$ cat src/rtl/hashcrack_pkg.sv
// Shared types and constants for the hash-cracking datapath: hash width, dispatcher
// state encodings, hashchecker handshake timing and saturating counter helpers.
package hashcrack_pkg;

  localparam int HASH_W = 128;

  typedef enum logic [1:0] {
    ST_IDLE    = 2'd0,
    ST_ISSUE   = 2'd1,
    ST_WAIT_HI = 2'd2,
    ST_WAIT_LO = 2'd3
  } disp_state_e;

  // hashchecker raises resultrdy this many cycles after checkrdy, and holds it high this long
  localparam int CHK_RESULT_DLY_MIN = 4;
  localparam int CHK_RESULT_DLY_MAX = 5;
  localparam int CHK_RESULT_HI_CYC  = 2;

  function automatic logic [31:0] sat_inc32(input logic [31:0] v);
    return (v == 32'hFFFF_FFFF) ? v : v + 32'd1;
  endfunction

  function automatic logic [15:0] sat_inc16(input logic [15:0] v);
    return (v == 16'hFFFF) ? v : v + 16'd1;
  endfunction

endpackage

$ cat src/rtl/check_dispatcher_if.sv
// Bundle of upstream entry, hashchecker handshake, match report and status signals
// around check_dispatcher; slave is the dispatcher side, master the environment side.
interface check_dispatcher_if import hashcrack_pkg::*; #(
  parameter int CAND_W = 48
);
  logic              in_valid;
  logic              in_ready;
  logic [HASH_W-1:0] in_hash;
  logic [CAND_W-1:0] in_cand;
  logic              chk_checkrdy;
  logic [HASH_W-1:0] chk_hash;
  logic              chk_resultrdy;
  logic              chk_matchfound;
  logic              match_valid;
  logic [CAND_W-1:0] match_cand;
  logic              match_ack;
  logic [31:0]       checked_count;
  logic [15:0]       match_count;
  logic              busy;
  logic              error;

  modport slave (
    input  in_valid, in_hash, in_cand, chk_resultrdy, chk_matchfound, match_ack,
    output in_ready, chk_checkrdy, chk_hash, match_valid, match_cand,
           checked_count, match_count, busy, error
  );

  modport master (
    output in_valid, in_hash, in_cand, chk_resultrdy, chk_matchfound, match_ack,
    input  in_ready, chk_checkrdy, chk_hash, match_valid, match_cand,
           checked_count, match_count, busy, error
  );
endinterface

$ cat src/rtl/hash_fifo.sv
// Registered synchronous FIFO holding {hash, candidate} entries; head is visible on dout.
module hash_fifo #(
  parameter int WIDTH = 176,
  parameter int DEPTH = 4
) (
  input  logic             clk,
  input  logic             rst_n,
  input  logic             push,
  input  logic [WIDTH-1:0] din,
  input  logic             pop,
  output logic [WIDTH-1:0] dout,
  output logic             full,
  output logic             empty
);
  localparam int AW = $clog2(DEPTH);

  logic [AW:0]      wr_q, wr_d, rd_q, rd_d;
  logic [WIDTH-1:0] mem_q [DEPTH];
  logic [WIDTH-1:0] mem_d [DEPTH];
  logic             push_ok_s, pop_ok_s;

  // Extra pointer bit distinguishes full from empty when the indices coincide
  assign full  = (wr_q[AW] != rd_q[AW]) && (wr_q[AW-1:0] == rd_q[AW-1:0]);
  assign empty = (wr_q == rd_q);
  assign dout  = mem_q[rd_q[AW-1:0]];

  assign push_ok_s = push && !full;
  assign pop_ok_s  = pop && !empty;

  always_comb begin
    mem_d = mem_q;
    if (push_ok_s) begin
      mem_d[wr_q[AW-1:0]] = din;
    end else begin
      mem_d = mem_q;
    end
    wr_d = push_ok_s ? wr_q + (AW+1)'(1) : wr_q;
    rd_d = pop_ok_s  ? rd_q + (AW+1)'(1) : rd_q;
  end

  always_ff @(posedge clk or negedge rst_n) begin
    if (!rst_n) begin
      wr_q <= '0;
      rd_q <= '0;
      for (int i = 0; i < DEPTH; i++) begin
        mem_q[i] <= '0;
      end
    end else begin
      wr_q  <= wr_d;
      rd_q  <= rd_d;
      mem_q <= mem_d;
    end
  end

endmodule

$ cat src/rtl/check_dispatcher.sv
// Buffers (hash, candidate) pairs, runs one checkrdy/resultrdy transaction per entry
// against hashchecker, and holds a matching candidate until the host acknowledges it.
module check_dispatcher import hashcrack_pkg::*; #(
  parameter int DEPTH   = 4,
  parameter int CAND_W  = 48,
  parameter int TIMEOUT = 32
) (
  input logic               clk,
  input logic               rst_n,
  check_dispatcher_if.slave bus
);
  localparam int ENTRY_W = HASH_W + CAND_W;
  localparam int WCNT_W  = $clog2(TIMEOUT + 1);
  localparam logic [WCNT_W-1:0] WCNT_LAST = WCNT_W'(TIMEOUT - 1);

  disp_state_e       state_q, state_d;
  logic [HASH_W-1:0] hash_q, hash_d;
  logic [CAND_W-1:0] cand_q, cand_d;
  logic              checkrdy_q, checkrdy_d;
  logic              match_lat_q, match_lat_d;
  logic [WCNT_W-1:0] wcnt_q, wcnt_d;
  logic              match_valid_q, match_valid_d;
  logic [CAND_W-1:0] match_cand_q, match_cand_d;
  logic [31:0]       checked_count_q, checked_count_d;
  logic [15:0]       match_count_q, match_count_d;
  logic              error_q, error_d;

  logic               push_s, pop_s, fifo_full_s, fifo_empty_s;
  logic [ENTRY_W-1:0] fifo_head_s;

  assign push_s = bus.in_valid && !fifo_full_s;

  hash_fifo #(.WIDTH(ENTRY_W), .DEPTH(DEPTH)) u_fifo (
    .clk   (clk),
    .rst_n (rst_n),
    .push  (push_s),
    .din   ({bus.in_hash, bus.in_cand}),
    .pop   (pop_s),
    .dout  (fifo_head_s),
    .full  (fifo_full_s),
    .empty (fifo_empty_s)
  );

  always_comb begin
    state_d         = state_q;
    hash_d          = hash_q;
    cand_d          = cand_q;
    checkrdy_d      = 1'b0;
    match_lat_d     = match_lat_q;
    wcnt_d          = wcnt_q;
    match_cand_d    = match_cand_q;
    checked_count_d = checked_count_q;
    match_count_d   = match_count_q;
    error_d         = error_q;
    pop_s           = 1'b0;
    // An ack is overridden below when a new match completes in the same cycle
    if (match_valid_q && bus.match_ack) begin
      match_valid_d = 1'b0;
    end else begin
      match_valid_d = match_valid_q;
    end
    case (state_q)
      ST_IDLE: begin
        // A high resultrdy here is stale (hashchecker survives our reset), so wait it out
        if (!fifo_empty_s && !match_valid_q && !bus.chk_resultrdy && !error_q) begin
          pop_s      = 1'b1;
          hash_d     = fifo_head_s[ENTRY_W-1:CAND_W];
          cand_d     = fifo_head_s[CAND_W-1:0];
          checkrdy_d = 1'b1;
          state_d    = ST_ISSUE;
        end else begin
          state_d = ST_IDLE;
        end
      end
      ST_ISSUE: begin
        wcnt_d  = '0;
        state_d = ST_WAIT_HI;
      end
      ST_WAIT_HI: begin
        if (bus.chk_resultrdy) begin
          match_lat_d = bus.chk_matchfound;
          wcnt_d      = '0;
          state_d     = ST_WAIT_LO;
        end else if (wcnt_q == WCNT_LAST) begin
          error_d = 1'b1;
          state_d = ST_IDLE;
        end else begin
          wcnt_d = wcnt_q + WCNT_W'(1);
        end
      end
      ST_WAIT_LO: begin
        if (!bus.chk_resultrdy) begin
          checked_count_d = sat_inc32(checked_count_q);
          if (match_lat_q) begin
            match_valid_d = 1'b1;
            match_cand_d  = cand_q;
            match_count_d = sat_inc16(match_count_q);
          end else begin
            match_count_d = match_count_q;
          end
          state_d = ST_IDLE;
        end else if (wcnt_q == WCNT_LAST) begin
          error_d = 1'b1;
          state_d = ST_IDLE;
        end else begin
          wcnt_d = wcnt_q + WCNT_W'(1);
        end
      end
      default: begin
        state_d = ST_IDLE;
      end
    endcase
  end

  always_ff @(posedge clk or negedge rst_n) begin
    if (!rst_n) begin
      state_q         <= ST_IDLE;
      hash_q          <= '0;
      cand_q          <= '0;
      checkrdy_q      <= 1'b0;
      match_lat_q     <= 1'b0;
      wcnt_q          <= '0;
      match_valid_q   <= 1'b0;
      match_cand_q    <= '0;
      checked_count_q <= 32'd0;
      match_count_q   <= 16'd0;
      error_q         <= 1'b0;
    end else begin
      state_q         <= state_d;
      hash_q          <= hash_d;
      cand_q          <= cand_d;
      checkrdy_q      <= checkrdy_d;
      match_lat_q     <= match_lat_d;
      wcnt_q          <= wcnt_d;
      match_valid_q   <= match_valid_d;
      match_cand_q    <= match_cand_d;
      checked_count_q <= checked_count_d;
      match_count_q   <= match_count_d;
      error_q         <= error_d;
    end
  end

  assign bus.in_ready      = !fifo_full_s;
  assign bus.chk_checkrdy  = checkrdy_q;
  assign bus.chk_hash      = hash_q;
  assign bus.match_valid   = match_valid_q;
  assign bus.match_cand    = match_cand_q;
  assign bus.checked_count = checked_count_q;
  assign bus.match_count   = match_count_q;
  assign bus.busy          = !fifo_empty_s || (state_q != ST_IDLE);
  assign bus.error         = error_q;

endmodule

$ cat src/flat_wrapper.sv
// flat-port wrapper written by rule: the top's interface ports become plain ports
module check_dispatcher_flat import hashcrack_pkg::*;
#(
  parameter int DEPTH   = 4,
  parameter int CAND_W  = 48,
  parameter int TIMEOUT = 32
)
  (clk, rst_n, bus_in_valid, bus_in_hash, bus_in_cand, bus_chk_resultrdy, bus_chk_matchfound, bus_match_ack, bus_in_ready, bus_chk_checkrdy, bus_chk_hash, bus_match_valid, bus_match_cand, bus_checked_count, bus_match_count, bus_busy, bus_error);
  check_dispatcher_if #(.CAND_W(CAND_W)) bus_i ();
  input logic clk;
  input logic rst_n;
  input wire logic [$bits(bus_i.in_valid)-1:0] bus_in_valid;
  input wire logic [$bits(bus_i.in_hash)-1:0] bus_in_hash;
  input wire logic [$bits(bus_i.in_cand)-1:0] bus_in_cand;
  input wire logic [$bits(bus_i.chk_resultrdy)-1:0] bus_chk_resultrdy;
  input wire logic [$bits(bus_i.chk_matchfound)-1:0] bus_chk_matchfound;
  input wire logic [$bits(bus_i.match_ack)-1:0] bus_match_ack;
  output wire logic [$bits(bus_i.in_ready)-1:0] bus_in_ready;
  output wire logic [$bits(bus_i.chk_checkrdy)-1:0] bus_chk_checkrdy;
  output wire logic [$bits(bus_i.chk_hash)-1:0] bus_chk_hash;
  output wire logic [$bits(bus_i.match_valid)-1:0] bus_match_valid;
  output wire logic [$bits(bus_i.match_cand)-1:0] bus_match_cand;
  output wire logic [$bits(bus_i.checked_count)-1:0] bus_checked_count;
  output wire logic [$bits(bus_i.match_count)-1:0] bus_match_count;
  output wire logic [$bits(bus_i.busy)-1:0] bus_busy;
  output wire logic [$bits(bus_i.error)-1:0] bus_error;
  assign bus_i.in_valid = bus_in_valid;
  assign bus_i.in_hash = bus_in_hash;
  assign bus_i.in_cand = bus_in_cand;
  assign bus_i.chk_resultrdy = bus_chk_resultrdy;
  assign bus_i.chk_matchfound = bus_chk_matchfound;
  assign bus_i.match_ack = bus_match_ack;
  assign bus_in_ready = bus_i.in_ready;
  assign bus_chk_checkrdy = bus_i.chk_checkrdy;
  assign bus_chk_hash = bus_i.chk_hash;
  assign bus_match_valid = bus_i.match_valid;
  assign bus_match_cand = bus_i.match_cand;
  assign bus_checked_count = bus_i.checked_count;
  assign bus_match_count = bus_i.match_count;
  assign bus_busy = bus_i.busy;
  assign bus_error = bus_i.error;
  check_dispatcher #(.DEPTH(DEPTH), .CAND_W(CAND_W), .TIMEOUT(TIMEOUT)) u_core (.clk(clk), .rst_n(rst_n), .bus(bus_i));
endmodule
$ cat config.mk
export PLATFORM = sky130hd
export DESIGN_NAME = check_dispatcher_flat
export DESIGN_NICKNAME = d
export VERILOG_FILES = /design/src/rtl/hashcrack_pkg.sv /design/src/rtl/check_dispatcher_if.sv /design/src/rtl/hash_fifo.sv /design/src/rtl/check_dispatcher.sv /design/src/flat_wrapper.sv
export SDC_FILE = /design/constraint.sdc
export NUM_CORES = 1
export LEC_CHECK = 0
export ABC_AREA = 1
export BUFFER_PORTS_ARGS = -buffer_cell sky130_fd_sc_hd__buf_2
export CORE_UTILIZATION = 61
export CTS_CLUSTER_SIZE = 16
export DETAILED_ROUTE_END_ITERATION = 7
export PLACE_DENSITY = 0.8
export SLEW_MARGIN = 15
export SYNTH_ARGS = -nofsm -noshare
export SYNTH_HDL_FRONTEND = slang
export SYNTH_SLANG_ARGS = --single-unit
export TNS_END_PERCENT = 30
$ cat constraint.sdc
create_clock -name clk -period 4.1 [get_ports clk]
set_clock_uncertainty 0.05 [all_clocks]
set_input_delay 1.23 -clock clk [delete_from_list [all_inputs] [get_ports clk]]
set_output_delay 1.23 -clock clk [all_outputs]
set_load 0.01 [all_outputs]
## After elaboration in Yosys (flattened, before gate mapping)

Cells that the tools add are included.

| storage, ports and cells | value |
|---|---|
| register bits | 994 |
| bits of input ports | 182 |
| output and inout bits | 229 |
| logic and storage cells | 92 |

| cells by class | value |
|---|---|
| add/subtract/negate cells | 5 |
| magnitude comparators | 3 |
| eq/ne operators | 11 |
| multiplexer cells | 25 |
| bitwise logic cells | 5 |
| reductions and logical operators | 26 |

Operator list:

| cell | number |
|---|---|
| bitwise mux 704 bit | 1 |
| 2-to-1 mux 176 bit | 3 |
| binary-select mux 176 bit (select 2 bit) | 1 |
| demux 176 bit (select 2 bit) | 1 |
| adder 32 x 1 -> 32 bit (second input constant) | 1 |
| equality test 32 bit (second input constant) | 1 |
| 2-to-1 mux 6 bit | 3 |
| one-hot mux 6 bit (3 select lines) | 1 |
| adder 16 x 1 -> 16 bit (second input constant) | 1 |
| equality test 16 bit (second input constant) | 1 |
| 2-to-1 mux 1 bit | 10 |
| logical AND 1 bit | 9 |
| AND reduction 3 bit | 3 |
| one-hot mux 2 bit (4 select lines) | 1 |
| adder 3 x 1 -> 3 bit (second input constant) | 2 |
| adder 6 x 1 -> 6 bit (second input constant) | 1 |
| equality test 6 x 5 -> 1 bit (second input constant) | 1 |
| >= comparator 3 bit (second input constant) | 2 |
| 2-to-1 mux 2 bit | 3 |
| NOT 2 -> 3 bit | 2 |
| AND reduction 2 bit | 3 |
| zero test 1 bit | 5 |
| equality test 2 bit (second input constant) | 2 |
| inequality test 2 bit (second input constant) | 2 |
| 12 further kinds | 15 |

## Logic depth before layout (Yosys ltp)

Gate-level depths: netlist (run 1).

| depth | value |
|---|---|
| depth after elaboration | 8 |
| gate-level depth with buffers | 13 |
| mapped depth without buffers | 10 |

## Cells and area by module

From an unflattened synthesis (run 1), not the netlist that was laid out.

| second synthesis, totals | value |
|---|---|
| cells, all modules | 5650 |
| area total of the unflattened synthesis | 46186.8 µm² |

Modules (own cells, without submodules):

| module | instances | cells each | area each (µm²) |
|---|---|---|---|
| hash_fifo | 1 | 4180 | 34031.4 |
| check_dispatcher | 1 | 1470 | 12155.4 |

## Least setup slack after synthesis (run 1)

No wires, ideal clock.

| path | value |
|---|---|
| kind | in2reg |
| from | input port bus_in_valid |
| to | register u_core.u_fifo.mem_q[153] (netlist bit) |
| arrival | 2217 ps |
| required time | 3920 ps |
| slack | 1703 ps |
| stages on the path | 6 |
| buffers on the path | 3 |
| cells stage by stage | buf_1 nand3_4 buf_4 buf_2 nand2_1 o21ai_0 |

| on the way | value |
|---|---|
| cells in the longest elaborated chain, start to end | 2 |

RTL lines:

| element | RTL line | RTL |
|---|---|---|
| from (decl) | flat_wrapper.sv:12 | `input wire logic [$bits(bus_i.in_valid)-1:0] bus_in_valid;` |
| logical AND 1 bit | check_dispatcher.sv:31 | `assign push_s = bus.in_valid && !fifo_full_s;` |
| logical AND 1 bit | hash_fifo.sv:27 | `assign push_ok_s = push && !full;` |
| to (signal assigned) | hash_fifo.sv:51 | `mem_q <= mem_d;` |
| to (decl) | hash_fifo.sv:18 | `logic [WIDTH-1:0] mem_q [DEPTH];` |

No other way between the ends.
A chain may end at the register's enable or synchronous reset.

## Worst setup path after layout (run 1)

| path | value |
|---|---|
| from | register u_core.u_fifo.rd_q[0] |
| to | output port bus_busy |

| on the way | value |
|---|---|
| cells in the longest elaborated chain, start to end | 3 |

RTL lines:

| element | RTL line | RTL |
|---|---|---|
| from (decl) | hash_fifo.sv:17 | `logic [AW:0] wr_q, wr_d, rd_q, rd_d;` |
| from (signal assigned) | hash_fifo.sv:50 | `rd_q <= rd_d;` |
| equality test 3 bit | hash_fifo.sv:24 | `assign empty = (wr_q == rd_q);` |
| zero test 1 bit | check_dispatcher.sv:150 | `assign bus.busy = !fifo_empty_s \|\| (state_q != ST_IDLE);` |
| logical OR 1 bit | check_dispatcher.sv:150 |  |
| to (decl) | flat_wrapper.sv:25 | `output wire logic [$bits(bus_i.busy)-1:0] bus_busy;` |

No other way between the ends.

==> impl_metrics.tcl, run 1 <==
set metrics [dict create \
    drc 0 \
    p_int_mw 20.9 \
    clkPwrFrac_pct 30.1 \
    cts.clk_slew.worst_paths_ns 0.06 \
    track_usage_pct 30.5 \
    hold_viol 0 \
    grt_util_met2_pct 49.9 \
    reg2reg_depth 6 \
    dp_hpwl_um 64600 \
    min_period_ns 3.42 \
    power_mw 30.4 \
    arrival_ns 2.14 \
    combPwrFrac_pct 21.5 \
    ctsResizeCount 0 \
    reg2reg_to "u_core.bus.chk_hash[83]" \
    drt-initial-drc-count 3270 \
    finalMaxSlewViolations 0 \
    relSlewSlack_pct 25.3 \
    worstSkewPairLatency_ns 0.67 \
    postCtsHoldBufs 0 \
    die_x_um 266 \
    power.density_mw_per_mm2 625 \
    p_switching_mw 9.52 \
    ys_seq_area_share_pct 58.4 \
    layout.cells.non_filler 6063 \
    place_ws_ns 0.931 \
    yosysTopAreaCell "dfrtp_1" \
    synth_cells 4774 \
    die-height_um 266 \
    fin_ws_ns 0.678 \
    grt_pass1_vias 33468 \
    synth_seq_cells 994 \
    ir_drop_mv 0.490 \
    io_buffer_count 410 \
    io_pins 411 \
    initial_core_util_pct 61.9 \
    pwr-share-seq_pct 48.4 \
    ctsHtreeMaxLevel 3 \
    fillers 5163 \
    hold_end "u_core.bus.match_cand[6]" \
    die-area_sq_mm 0.0709 \
    setup_tns_ns 0 \
    hold_depth 2 \
    nNetsFinal 5237 \
    final_cell_mix "nand2_1 (1645), dfrtp_1 (992), o21ai_0 (806)" \
    syn_nets 4964 \
    regToRegSetupSlack_ns 1.23 \
    critPathKind "reg -> out" \
    cp_data_required_time_ns 2.82 \
    ant_nets 0 \
    final_common_cell "nand2_1" \
    synth_area_leaders "dfrtp_1 (58%), nand2_1 (15%), o21ai_0 (9.5%), mux2i_1 (4.1%), o22ai_1 (2.6%)" \
    busiest_layer "met2" \
    global_route.usage.met3_pct 4.49 \
    max_cap_viol_count 0 \
    cts_setup_buffers 0 \
    netlist.area_leader.share_pct 58.4 \
    place.gp.congestion 0.887 \
    setup_viol 0 \
    wirelength_um 107000 \
    grt_pass1_wl_um 174000 \
    place_area_sq_mm 0.0453 \
    hold_class "reg -> reg" \
    wl_per_cell_um 17.7 \
    fmax_ghz 0.292 \
    syn2layout_area_growth_pct 14.2 \
    syn_area_sq_mm 0.0426 \
    place_inst 5878 \
    reg2reg_from "u_core.u_fifo.rd_q[0]" \
    clockRootBuffer "clkbuf_16" \
    cts_tree "done" \
    antenna_found_initial 9 \
    yosys_warnings 0 \
    core_area_sq_mm 0.0688 \
    timing.hold.ws_ns 0.416 \
    firstDrtPassIters 5 \
    overflow 0 \
    post-route-util_pct 70.7 \
    syn-mean-instance-area_sq_um 8.92 \
    grtUsageMet1_pct 41.2 \
    drive_gt1_share_pct 13.1 \
    num_vias 34249 \
    worstMarginPinSlew_ns 1.12 \
    cts.sinks 994 \
    grt_setup_unrepaired "no" \
    outcome "finished, final reports clean" \
    netSwitchingFraction_pct 31.3 \
    cp_max_fo 4 \
    fin_area_sq_mm 0.0487 \
    numCtsBuffers 98 \
    placementRows 96 \
    fin_crit_sh_pct 83.5 \
    worstSetupEndpointType "output pin" \
    ys_types 37 \
    leakagePower_nw 26.0 \
    worstSetupStartpointType "flip-flop" \
    vias_per_cell 5.65 \
    hold_start "u_core.cand_q[6]" \
    cts.path.max_buffers 3 \
    grt_max_degree 225 \
]
-- cell families after synthesis --
kind of cell	Yosys count	share of synthesized area (%)
adder cells (fa/ha/maj)	8	0.235
XOR/XNOR	32	0.693
buffers and inverters	522	5.47
multiplexers	177	4.16
AO/OA/AOI/OAI	1077	13.2
AND/OR/NAND/NOR	1964	17.9
flip-flops	994	58.4
-- state kept, by name, summed over array words and instances, names as in the netlist --
register,count
u_core.match_lat_q,1
u_core.bus.chk_hash,128
u_core.wcnt_q,6
u_core.bus.error,1
u_core.bus.checked_count,32
u_core.bus.chk_checkrdy,1
u_core.u_fifo.mem_q,704
u_core.u_fifo.rd_q,3
u_core.bus.match_count,16
u_core.bus.match_cand,48
u_core.state_q,2
u_core.u_fifo.wr_q,3
u_core.bus.match_valid,1
u_core.cand_q,48
-- synth_stat cells, drive strengths merged --
| library cell | number |
|---|---|
| o21a | 1 |
| ha | 8 |
| nand3 | 20 |
| xnor2 | 18 |
| nand3b | 17 |
| o211ai | 2 |
| nand4 | 7 |
| nor2 | 256 |
| o22ai | 176 |
| nor3 | 1 |
| a21oi | 2 |
| inv | 213 |
| nor4 | 1 |
| dfrtp | 994 |
| o221ai | 1 |
| or2 | 1 |
| nand2 | 1661 |
| clkbuf | 113 |
| xor2 | 14 |
| clkinv | 1 |
| mux2 | 1 |
| o21ai | 895 |
| mux2i | 176 |
| buf | 195 |
-- worst max path at each step --
| stage | slack [ns] | start | to | cells past startpoint |
|---|---|---|---|---|
| 2_1_floorplan | 1.70 | bus_in_valid | u_core.u_fifo.mem_q[153] | 6 |
| 3_3_place_gp | 0.99 | bus_chk_resultrdy | u_core.bus.match_count[9] | 8 |
| 3_5_place_dp | 0.93 | bus_chk_resultrdy | u_core.bus.match_count[13] | 8 |
| 4_1_cts | 0.64 | u_core.u_fifo.rd_q[0] | bus_busy | 4 |
| 5_1_grt | 0.62 | u_core.u_fifo.rd_q[0] | bus_busy | 4 |
| 6_report | 0.68 | u_core.u_fifo.rd_q[0] | bus_busy | 4 |
-- power by group through the flow --
stage	clock, mW	sequential [mW]	combinational [mW]
6_report	9.17	14.7	6.55
5_1_grt	9.68	15.0	7.56
4_1_cts	9.26	14.6	6.59
3_5_place_dp	0	14.8	6.47
3_3_place_gp	0	14.6	6.18
2_1_floorplan	0	14.3	4.90
-- worst max-delay path, stage by stage (launching register included) --
cell and delay [ns]:
dfrtp_4 0.55, xnor2_2 0.24, nand3_1 0.19, or2_2 0.35, buf_2 0.15
-- cell type report --
class	instances	area (sq um)	area share, %
clock inverter	32	424	0.872
multi-input combinational	3258	15400	31.7
sequential	994	24900	51.1
timing repair buffer	481	3070	6.31
clock buffer	149	2890	5.93
inverter	214	813	1.67
antenna	4	10.0	0.0206
tap	931	1160	2.39
-- per-layer routing --
layer | vias to the layer above | part of all wire [%] | routed length (um)
li1 | 16091 | - | -
met5 | - | 0.086 | 92
met4 | 14 | 3.1 | 3370
met2 | 1238 | 48 | 51800
met3 | 237 | 6.2 | 6660
met1 | 16669 | 42 | 45200
No activity file was read; power rests on OpenSTA's default activity.
==> inputs of run 2 (changes only) <==
--- a/config.mk
+++ b/config.mk
@@ -7,10 +7,10 @@
 export LEC_CHECK = 0
 export ABC_AREA = 1
 export BUFFER_PORTS_ARGS = -buffer_cell sky130_fd_sc_hd__buf_2
-export CORE_UTILIZATION = 61
+export CORE_UTILIZATION = 54
 export CTS_CLUSTER_SIZE = 16
 export DETAILED_ROUTE_END_ITERATION = 7
-export PLACE_DENSITY = 0.8
+export PLACE_DENSITY = 0.75
 export SLEW_MARGIN = 15
 export SYNTH_ARGS = -nofsm -noshare
 export SYNTH_HDL_FRONTEND = slang
==> constraint.sdc (replaced) <==
create_clock -name clk -period 3 [get_ports clk]
set_clock_uncertainty 0.05 [all_clocks]
set_input_delay 0.9 -clock clk [delete_from_list [all_inputs] [get_ports clk]]
set_output_delay 0.9 -clock clk [all_outputs]
set_load 0.01 [all_outputs]
==> impl_metrics.tcl, run 2 (same netlist as run 1, synthesis figures left out) <==
set metrics [dict create \
    outcome "finished, final reports clean" \
    worstMarginPinSlew_ns 1.10 \
    die-height_um 283 \
    grt_pass1_vias 32930 \
    cp_slowest_stage_delay_ns 0.55 \
    num_vias 34035 \
    fin_crit_sh_pct 97.6 \
    leakagePower_nw 26.3 \
    cts.sinks 994 \
    wirelength_um 107000 \
    place_area_sq_mm 0.0458 \
    reg2reg_depth 6 \
    cts.path.max_buffers 3 \
    power.density_mw_per_mm2 858 \
    postCtsHoldBufs 0 \
    drt-initial-drc-count 3224 \
    cts.clk_slew.worst_paths_ns 0.06 \
    core_area_sq_mm 0.0777 \
    io_buffer_count 410 \
    final_cell_mix "nand2_1 (1645), dfrtp_1 (992), o21ai_0 (806)" \
    syn2layout_area_growth_pct 16.1 \
    grt_pass1_wl_um 173000 \
    worstSetupStartpointType "flip-flop" \
    vias_per_cell 5.48 \
    arrival_ns 1.98 \
    regMostFlops "u_core.u_fifo.mem_q" \
    dp_hpwl_um 67700 \
    grt_setup_unrepaired "no" \
    regToRegSetupSlack_ns 0.77 \
    cts_tree "done" \
    hold_class "in -> async" \
    placementRows 102 \
    ir_drop_mv 0.611 \
    min_period_ns 2.93 \
    final_common_cell "nand2_1" \
    io_pins 411 \
    fin_area_sq_mm 0.0494 \
    critPathKind "reg -> out" \
    overflow 0 \
    setup_tns_ns 0 \
    largest_reg_flops 704 \
    power_mw 42.4 \
    initial_core_util_pct 54.8 \
    reg2reg_to "u_core.u_fifo.mem_q[653]" \
    firstDrtPassIters 6 \
    die_x_um 283 \
    hold_viol 0 \
    drc 0 \
    cp_max_fo 4 \
    reg2reg_from "u_core.u_fifo.rd_q[2]" \
    numCtsBuffers 101 \
    worstSetupEndpointType "output pin" \
    critical-path-slowest-cell "dfrtp_4" \
    ant_nets 0 \
    die-area_sq_mm 0.0800 \
    place.gp.congestion 0.900 \
    fmax_ghz 0.342 \
    grt_max_degree 189 \
    cp_data_required_time_ns 2.05 \
    antenna_found_initial 10 \
    clockRootBuffer "clkbuf_16" \
    setup_viol 0 \
    worstSkewPairLatency_ns 0.66 \
    track_usage_pct 27.0 \
    drive_gt1_share_pct 14.1 \
    wl_per_cell_um 17.3 \
    relSlewSlack_pct 26.8 \
    nNetsFinal 5277 \
    max_cap_viol_count 0 \
    crit_path_cell_trace "xnor2_4 -> nand3_2 -> or2_2 -> buf_2" \
    ctsHtreeMaxLevel 3 \
    antenna_cells 0 \
    finalMaxSlewViolations 0 \
]
run 2: final cells by class:
type                       count  area [sq um]
clock buffer                 139          2920
tap                         1040          1300
sequential                   994         24900
timing repair buffer         518          3410
fill                        6305         28300
clock inverter                47           676
inverter                     214           813
multi-input combinational   3258         15400
run 2: what timing repair did:
item / CTS / global route
pin swaps: 0 / 0
endpoints found under the setup margin: 1 / 1
buffers inserted: 0 / 0
gates cloned: 0 / 0
gates resized for setup: 2 / 1
run 2: worst max path at each step:
| stage | from | cells after the start | endpoint | slack, ns |
|---|---|---|---|---|
| after CTS | u_core.u_fifo.rd_q[1] | 4 | bus_busy | 0.005 |
| after global placement | bus_chk_resultrdy | 8 | u_core.bus.chk_hash[97] | 0.51 |
| after detailed placement | bus_chk_resultrdy | 8 | u_core.bus.chk_hash[115] | 0.46 |
| after floorplan | bus_in_valid | 6 | u_core.u_fifo.mem_q[153] | 0.93 |
| final | u_core.u_fifo.rd_q[0] | 4 | bus_busy | 0.07 |
| after global routing | u_core.u_fifo.rd_q[0] | 4 | bus_busy | 0.02 |
run 2: routing by layer:
layer	share of wire, %	global-route usage [%]	vias to the layer above	routed length [um]
li1	-	-	16185	-
met1	43	36.6	16628	46300
met4	3.1	9.34	14	3320
met2	48	44.3	1010	51800
met5	0.076	0	-	82
met3	5.4	4.16	198	5820
run 2: power breakdown:
part | switching [mW] | leakage, nW | internal (mW) | total [mW]
sequential | 2.27 | 12.9 | 17.8 | 20.1
combinational | 5.33 | 11.7 | 3.64 | 8.97
clock | 5.33 | 1.77 | 8.05 | 13.4
total | 12.9 | 26.3 | 29.5 | 42.4
run 2: per-stage QoR:
stage	hold WS, ns	util [%]	setup slack, ns	std cells
after floorplan	0.392	-	0.933	4774
after global placement	0.403	59.0	0.513	6024
final	0.159	63.6	0.0732	6210
after detailed placement	0.402	59.0	0.459	6024
after global routing	0.160	63.6	0.0221	6210
after CTS	0.143	63.6	0.00537	6210
run 2: critical path: cells and delay by family (launching register included):
family,cells,cell delay [ns]
simple gates,2,0.44
xor+xnor,1,0.20
flops,1,0.55
buf+inv,1,0.14
